`src/rtl/wb_arb_pkg.sv`:
```
// wb_arb_pkg: shared state encoding and abort data word for the MMIO arbiter.
package wb_arb_pkg;
  typedef enum logic [1:0] {ARB_IDLE, ARB_BUSY, ARB_ABORT} arb_state_t;
  localparam logic [31:0] TIMEOUT_DATA = 32'hDEAD_BEEF;
endpackage

```
`src/rtl/wb_mmio_arbiter_rr_pick.sv`:
```
// rr_pick: combinational round-robin picker searching from last+1 upward.
module rr_pick #(
  parameter int N_MASTER = 2,
  localparam int IW = $clog2(N_MASTER)
) (
  input  logic [N_MASTER-1:0] req,
  input  logic [IW-1:0]       last,
  output logic [N_MASTER-1:0] gnt,
  output logic [IW-1:0]       idx
);
  logic [IW-1:0] j;
  // Walk from the farthest candidate to the nearest so the nearest requester wins.
  always_comb begin
    gnt = '0;
    idx = '0;
    j = '0;
    for (int i = N_MASTER; i > 0; i--) begin
      j = IW'((int'(last) + i) % N_MASTER);
      if (req[j]) begin
        gnt = '0;
        gnt[j] = 1'b1;
        idx = j;
      end
    end
  end
endmodule

```
`src/rtl/wb_mmio_arbiter.sv`:
```
// wb_mmio_arbiter: round-robin Wishbone classic arbiter with a bus watchdog for the MMIO slave bus.
`ifndef MMIO_ADDR_WIDTH
`define MMIO_ADDR_WIDTH 32
`endif
`ifndef DATA_WIDTH
`define DATA_WIDTH 32
`endif
module wb_mmio_arbiter
  import wb_arb_pkg::*;
#(
  parameter int N_MASTER = 2,
  parameter int ADDR_W = `MMIO_ADDR_WIDTH,
  parameter int DATA_W = `DATA_WIDTH,
  parameter int TIMEOUT_CYCLES = 256,
  localparam int IW = $clog2(N_MASTER),
  localparam int CW = TIMEOUT_CYCLES > 0 ? $clog2(TIMEOUT_CYCLES + 1) : 1
) (
  input  logic                       CLK_I,
  input  logic                       RST_I,
  input  logic [N_MASTER-1:0]        M_CYC_I,
  input  logic [N_MASTER-1:0]        M_STB_I,
  input  logic [N_MASTER-1:0]        M_WE_I,
  input  logic [N_MASTER*ADDR_W-1:0] M_ADDR_I,
  input  logic [N_MASTER*DATA_W-1:0] M_DAT_I,
  output logic [DATA_W-1:0]          M_DAT_O,
  output logic [N_MASTER-1:0]        M_ACK_O,
  output logic                       CYC_O,
  output logic                       STB_O,
  output logic                       WE_O,
  output logic [ADDR_W-1:0]          ADDR_O,
  output logic [DATA_W-1:0]          DAT_O,
  input  logic [DATA_W-1:0]          DAT_I,
  input  logic                       ACK_I,
  output logic [N_MASTER-1:0]        grant_o,
  output logic                       timeout_o,
  output logic [IW-1:0]              timeout_master_o,
  input  logic                       clr_timeout_i
);
  arb_state_t state, state_n;
  logic [N_MASTER-1:0] grant_n, pick_gnt;
  logic [IW-1:0] last, last_n, pick_idx;
  logic [CW-1:0] cnt, cnt_n;
  logic busy, abort, stall, expire;
  logic [ADDR_W-1:0] addr_a [N_MASTER];
  logic [DATA_W-1:0] dat_a [N_MASTER];
  for (genvar g = 0; g < N_MASTER; g++) begin : g_unpack
    assign addr_a[g] = M_ADDR_I[g*ADDR_W +: ADDR_W];
    assign dat_a[g] = M_DAT_I[g*DATA_W +: DATA_W];
  end
  rr_pick #(.N_MASTER(N_MASTER)) u_pick (
    .req(M_CYC_I),
    .last(last),
    .gnt(pick_gnt),
    .idx(pick_idx)
  );
  // While busy, last always holds the granted master's index.
  assign busy = state == ARB_BUSY;
  assign abort = state == ARB_ABORT;
  assign CYC_O = busy & M_CYC_I[last];
  assign STB_O = busy & M_STB_I[last];
  assign WE_O = busy & M_WE_I[last];
  assign ADDR_O = busy ? addr_a[last] : '0;
  assign DAT_O = busy ? dat_a[last] : '0;
  assign M_ACK_O = busy ? grant_o & {N_MASTER{ACK_I}} : abort ? grant_o : '0;
  assign M_DAT_O = busy ? DAT_I : abort ? DATA_W'(TIMEOUT_DATA) : '0;
  assign stall = STB_O & ~ACK_I;
  assign expire = TIMEOUT_CYCLES != 0 && stall && cnt == CW'(TIMEOUT_CYCLES - 1);
  always_comb begin
    state_n = state;
    grant_n = grant_o;
    last_n = last;
    cnt_n = cnt;
    case (state)
      ARB_IDLE: if (|M_CYC_I) begin
        state_n = ARB_BUSY;
        grant_n = pick_gnt;
        last_n = pick_idx;
        cnt_n = '0;
      end
      ARB_BUSY: if (!M_CYC_I[last]) begin
        state_n = ARB_IDLE;
        grant_n = '0;
      end else if (expire) state_n = ARB_ABORT;
      else cnt_n = ACK_I ? '0 : (stall && cnt != '1) ? cnt + CW'(1) : cnt;
      default: begin
        state_n = ARB_BUSY;
        cnt_n = '0;
      end
    endcase
  end
  always_ff @(posedge CLK_I) begin
    if (RST_I) begin
      state <= ARB_IDLE;
      grant_o <= '0;
      last <= IW'(N_MASTER - 1);
      cnt <= '0;
      timeout_o <= 1'b0;
      timeout_master_o <= '0;
    end else begin
      state <= state_n;
      grant_o <= grant_n;
      last <= last_n;
      cnt <= cnt_n;
      timeout_o <= abort | (timeout_o & ~clr_timeout_i);
      timeout_master_o <= abort ? last : timeout_master_o;
    end
  end
endmodule

```
`config.mk`:
```
export PLATFORM = sky130hd
export DESIGN_NAME = wb_mmio_arbiter
export DESIGN_NICKNAME = d
export VERILOG_FILES = /design/src/rtl/wb_arb_pkg.sv /design/src/rtl/wb_mmio_arbiter_rr_pick.sv /design/src/rtl/wb_mmio_arbiter.sv
export SDC_FILE = /design/constraint.sdc
export NUM_CORES = 1
export LEC_CHECK = 0
export ABC_AREA = 1
export CAP_MARGIN = 10
export CORE_AREA = 2 2 107 109
export CTS_BUF_LIST = sky130_fd_sc_hd__clkbuf_4 sky130_fd_sc_hd__clkbuf_8
export CTS_CLUSTER_DIAMETER = 80
export DETAILED_ROUTE_END_ITERATION = 8
export DIE_AREA = 0 0 109 111
export PLACE_DENSITY = 0.67
export SLEW_MARGIN = 20
export SYNTH_ARGS = -nofsm -noshare
export SYNTH_HDL_FRONTEND = slang
export SYNTH_SLANG_ARGS = --single-unit
```
`constraint.sdc`:
```
create_clock -name CLK_I -period 1.7 [get_ports CLK_I]
set_clock_uncertainty 0.05 [all_clocks]
set_input_delay 0.34 -clock CLK_I [delete_from_list [all_inputs] [get_ports CLK_I]]
set_output_delay 0.34 -clock CLK_I [all_outputs]
set_load 0.02 [all_outputs]
```
# After elaboration in Yosys (flattened, before gate mapping)
# Index checks and enable logic that the tools add are counted.
# W data, S select, Z words.
[totals]
regBits = 16
latch_bits = 0
ram_bits = 0
mem_bits_ro = 0
inputBits = 170
output_inout_bits = 105
elab_cells = 89
n_memories = 0
[classes]
add_sub_neg = 3
n_mul = 0
n_div = 0
magnitude_cmp = 6
eq_ne = 10
shift = 0
muxes = 43
n_bitwise = 10
n_reduce_logical = 11
[ops]
columns = ["cell", "count"]
rows = [
  ["$mux W32", 10],
  ["$mux W9", 5],
  ["$mux W2", 9],
  ["$pmux W9 S2", 1],
  ["$mux W1", 14],
  ["$add A9 B1 Y9 const B", 1],
  ["$eq A9 B8 Y1 const B", 1],
  ["$ne A9 B9 Y1 const B", 1],
  ["$pmux W2 S2", 2],
  ["$lt A1 B2 Y1 const B", 3],
  ["$ne A2 B2 Y1 const B", 3],
  ["$and A1 B1 Y1", 5],
  ["$logic_and A1 B1 Y1", 4],
  ["$reduce_and A2 Y1", 2],
  ["$reduce_and A4 Y1", 1],
  ["$ne A3 B2 Y1 const B", 1],
  ["$ne A3 B3 Y1 const B", 1],
  ["$reduce_and A3 Y1", 1],
  ["$add A1 B1 Y1 const B", 2],
  ["$and A2 B2 Y2", 1],
  ["$demux W1 S1", 2],
  ["$eq A2 B1 Y1 const B", 1],
  ["$eq A2 B2 Y1 const B", 1],
  ["$ge A1 B1 Y1 const B", 2],
  ["other kinds (8)", 9],
]

# Depth between registers and ports, before layout
[logic_depth]
word_depth = 10
ltp_mapped = 15
depth_no_buf = 15

# By module
# From an unflattened synthesis, not the netlist that was laid out.
[hier_totals]
hier_cells = 446
hier_area_um2 = 2163.3
[modules_own_cells]
columns = ["module", "instances", "cells_per_inst", "area_each_um2", "seq_area_each_um2"]
rows = [
  ["wb_mmio_arbiter", 1, 440, 2135.8, 320.3],
  ["rr_pick", 1, 6, 27.5, 0.0],
]

# Worst setup path after synthesis
# OpenSTA, ideal clock, no wires.
[synth_timing]
path_kind = "reg-to-reg"
from = "register cnt[0]"
to = "register cnt[3]"
setup_time_ns = 0.071
t_arrival_ns = 1.708
t_required_ns = 1.579
slack_ns = -0.129
stages_incl_launch_ff = 15
path_buffers = 0
synth_period_minus_slack_ns = 1.829
path_cell_list = "dfxtp_1 -> ha_1 -> nand4_1 -> nor2_1 -> nand2_1 -> nor2_1 -> ha_1 -> nand2_1 -> inv_1 -> nand3_1 -> inv_2 -> nor2_4 -> nand2_2 -> nand2_1 -> a21oi_1"
[synth_between]
elab_chain_len = 6
elab_cells_between_ends = 13
classes_between = "1 x add/sub; 4 x eq/ne; 5 x mux; 3 x reduce/logical"
[synth_rtl]
columns = ["element", "line_no", "rtl"]
rows = [
  ["from (decl)", "wb_mmio_arbiter.sv:42", "logic [CW-1:0] cnt, cnt_n;"],
  ["from (signal assigned)", "wb_mmio_arbiter.sv:103", "cnt <= cnt_n;"],
  ["$add A9 B1 Y9", "wb_mmio_arbiter.sv:84", "else cnt_n = ACK_I ? '0 : (stall && cnt != '1) ? cnt + CW'(1) : cnt;"],
  ["$mux W9 (2 in a row)", "wb_mmio_arbiter.sv:84", ""],
  ["$mux W9", "wb_mmio_arbiter.sv:83", "end else if (expire) state_n = ARB_ABORT;"],
  ["$mux W9", "wb_mmio_arbiter.sv:80", "ARB_BUSY: if (!M_CYC_I[last]) begin"],
  ["$pmux W9 S2", "wb_mmio_arbiter.sv:73", "case (state)"],
]
# Parallel ways exist; a longest one is shown, timed or not. The select of a mux whose other input is x is not followed.
# A chain may end at the register's enable or synchronous reset.

# Worst setup path in the final report
[layout_timing]
from = "register cnt[0]"
to = "register cnt[6]"
# Same word-level chain as after synthesis.

==> results.py <==
metrics = {
    "clocking": {
        "clk_latency_ns": 0.25,
        "clkSinkCount": 16,
        "htree_levels": 1,
        "tritoncts": "done",
        "path_clk_slew_ns": 0.06,
        "ctsHoldBuffers": 0,
        "clockBufferDepth": 2,
        "cts_root_buffer": "clkbuf_8",
        "cts_buffers": 3,
    },
    "global_routing": {
        "grt_max_degree": 31,
        "overflow": 0,
        "grt_pass1_vias": 4006,
        "grt_pass1_wl_um": 19500,
        "antenna_found_initial": 0,
        "globalRouteTotalUtil_pct": 20.2,
    },
    "route": {
        "ant_nets": 0,
        "drc": 0,
        "drt_pre_antenna_iters": 4,
        "drt_wl_total_um": 15100,
        "vias_per_cell": 4.69,
        "route.detailed.wl_per_inst_um": 16.7,
        "drt_iter0_markers": 187,
        "vias": 4246,
    },
    "yosys": {
        "synth_area_mm2": 0.00216,
        "yosysWarnings": 0,
        "synth_cells": 441,
        "synth_fp_nets": 614,
        "synth_cell_type_count": 25,
        "ys_seq_area_share_pct": 14.8,
        "yosys_register_bits": 16,
        "syn_area_per_cell_um2": 4.91,
    },
    "floorplanning": {
        "die_y_um": 111,
        "die_w_um": 109,
        "coreArea_mm2": 0.0111,
        "die-area_mm2": 0.0121,
        "io_pins": 275,
        "placementRows": 39,
        "initial_core_util_pct": 19.5,
    },
    "cells_and_area": {
        "fin_area_mm2": 0.00709,
        "drive_gt1_share_pct": 45.7,
        "nNetsFinal": 938,
        "antennaDiodeCount": 0,
        "area_delta_synth_final_pct": 228,
    },
    "sta": {
        "finalSetupViolCount": 92,
        "fin_crit_sh_pct": 115,
        "slew_violations": 0,
        "layout_min_cycle_time_ns": 1.96,
        "hold_viol": 0,
        "tightestPinTransition_ns": 0.360,
        "rsz0062_at_grt": "true",
        "max_freq_mhz": 510,
        "whs_ns": 0.417,
        "maxSlewHeadroom_pct": 76.1,
        "fin_setup_tns_ns": -12.86,
        "worst_slack_ns": -0.261,
    },
    "power_and_ir_drop": {
        "power_density_mw_per_mm2": 433,
        "vdd_drop_max_mv": 0.273,
        "p_leak_uw": 0.00305,
    },
    "critical_path": {
        "cp-start-kind": "flop",
        "end_kind": "flop",
        "critPathArrivalTime_ns": 2.10,
        "crit_required_ns": 1.84,
        "crit_type": "flop to flop",
        "worst-path-max-fanout": 5,
    },
    "status": {
        "status": "finished with violations",
        "violations": "negative setup slack",
    },
    "place": {
        "place_area_mm2": 0.00541,
        "post-dp-hpwl_um": 9610,
        "gp_congestion": 0.947,
        "pre_cts_ws_ns": -0.463,
        "io_buffers": 274,
    },
    "job": {
        "drv_cap": 0,
    },
    "min_path": {
        "hold_path_class": "flop to flop",
    },
}
-- worst paths after layout --
kind	depth (start not counted)	to	slack (ns)	start
setup / recovery	14	cnt[6]$_SDFFE_PP0P_	-0.26	cnt[0]$_SDFFE_PP0P_
hold / removal	2	timeout_o$_SDFF_PP0_	0.42	timeout_o$_SDFF_PP0_
setup reg to reg	14	cnt[6]$_SDFFE_PP0P_	-0.26	cnt[0]$_SDFFE_PP0P_
hold reg to reg	2	timeout_o$_SDFF_PP0_	0.42	timeout_o$_SDFF_PP0_
-- kinds of logic after synthesis --
group	after synthesis	share of synthesized area, %
buffers and inverters	64	12.1
XOR/XNOR	1	0.405
AO/OA/AOI/OAI	83	19.5
AND/OR/NAND/NOR	274	51.4
flip-flops	16	14.8
adder cells (fa/ha/maj)	3	1.73
-- metrics by stage --
step	std cells	utilization, %	total power (µW)
finish	906	64.0	3070
global route	906	64.0	3230
CTS	883	51.6	2500
detailed placement	866	48.8	2060
global placement	866	48.8	2050
floorplan	441	-	1110
-- layer usage --
metal / up-vias / part of all wire (%) / global-route usage, %
met2: 248 / 51 / 38.1
met1: 1928 / 35 / 21.1
met3: 38 / 10 / 5.76
met4: 0 / 3.0 / 5.56
met5: - / 0 / 0
li1: 2032 / - / -
-- what timing repair did --
action                                  CTS  global route
setup buffers                            12            11
endpoints found under the setup margin  113           114
gates cloned                              3            13
gates resized for setup                 576           256
pin swaps                                11            12
-- registers in the layout, indices dropped and copies added (netlist names) --
register	count
cnt	9
grant_o	2
last	1
state	2
timeout_master_o	1
timeout_o	1
-- final cells by class --
class                   count  area [µm²]
inverters                  35         151
well taps                 143         179
multi-input cells         361        2530
clock buffers               3        41.3
repair buffers            348        3860
fillers                   894        3990
flip-flops and latches     16         329
-- critical path, cell delays in order, from the launching register on --
cell     delay [ns]
dfxtp_2        0.35
ha_4           0.14
nand4_1        0.12
nor2_2         0.20
nand2_2        0.10
nor2_4         0.13
ha_2           0.17
nand2_1        0.05
inv_1          0.06
nand3_2        0.07
nand3_1        0.15
nor2_4         0.08
nand2_1        0.08
nand2_1        0.06
nor2_1         0.09
-- where the power goes --
group          total [µW]  internal, µW  switching (µW)
Sequential            402           386            15.3
Combinational        2390          1250            1140
Clock                 284           157             127
Total                3070          1790            1280
-- synthesized netlist by cell type (all sizes together) --
master	n	area share [%]
a211oi	1	0.35
a21oi	76	18
a221o	1	0.46
buf	15	3.6
clkbuf	14	2.4
clkinv	1	0.17
dfxtp	16	15
ha	3	1.7
inv	34	5.9
nand2	222	39
nand3	16	4.3
nand4	1	0.29
nor2	31	6.8
nor3	3	0.69
o21ai	5	1.2
or2	1	0.29
xnor2	1	0.40
-- cell usage in the layout, fill, tap and decap left out, types with 2 or more instances in the layout --
cell type	instances
inv_4	3
nand2_2	42
a21oi_2	26
buf_4	48
buf_6	94
nor2_1	15
nor2_4	15
a21oi_1	8
a21oi_4	42
clkbuf_8	3
buf_12	13
inv_1	23
nand3_1	12
buf_16	4
inv_2	7
clkdlybuf4s50_1	171
dfxtp_2	4
dfxtp_1	11
nor3_1	3
clkbuf_16	10
nand2_1	161
ha_4	2
buf_8	6
o21ai_0	4
nand3_2	3
nand2_4	18
Note: power is estimated with default switching activity, not from simulation.
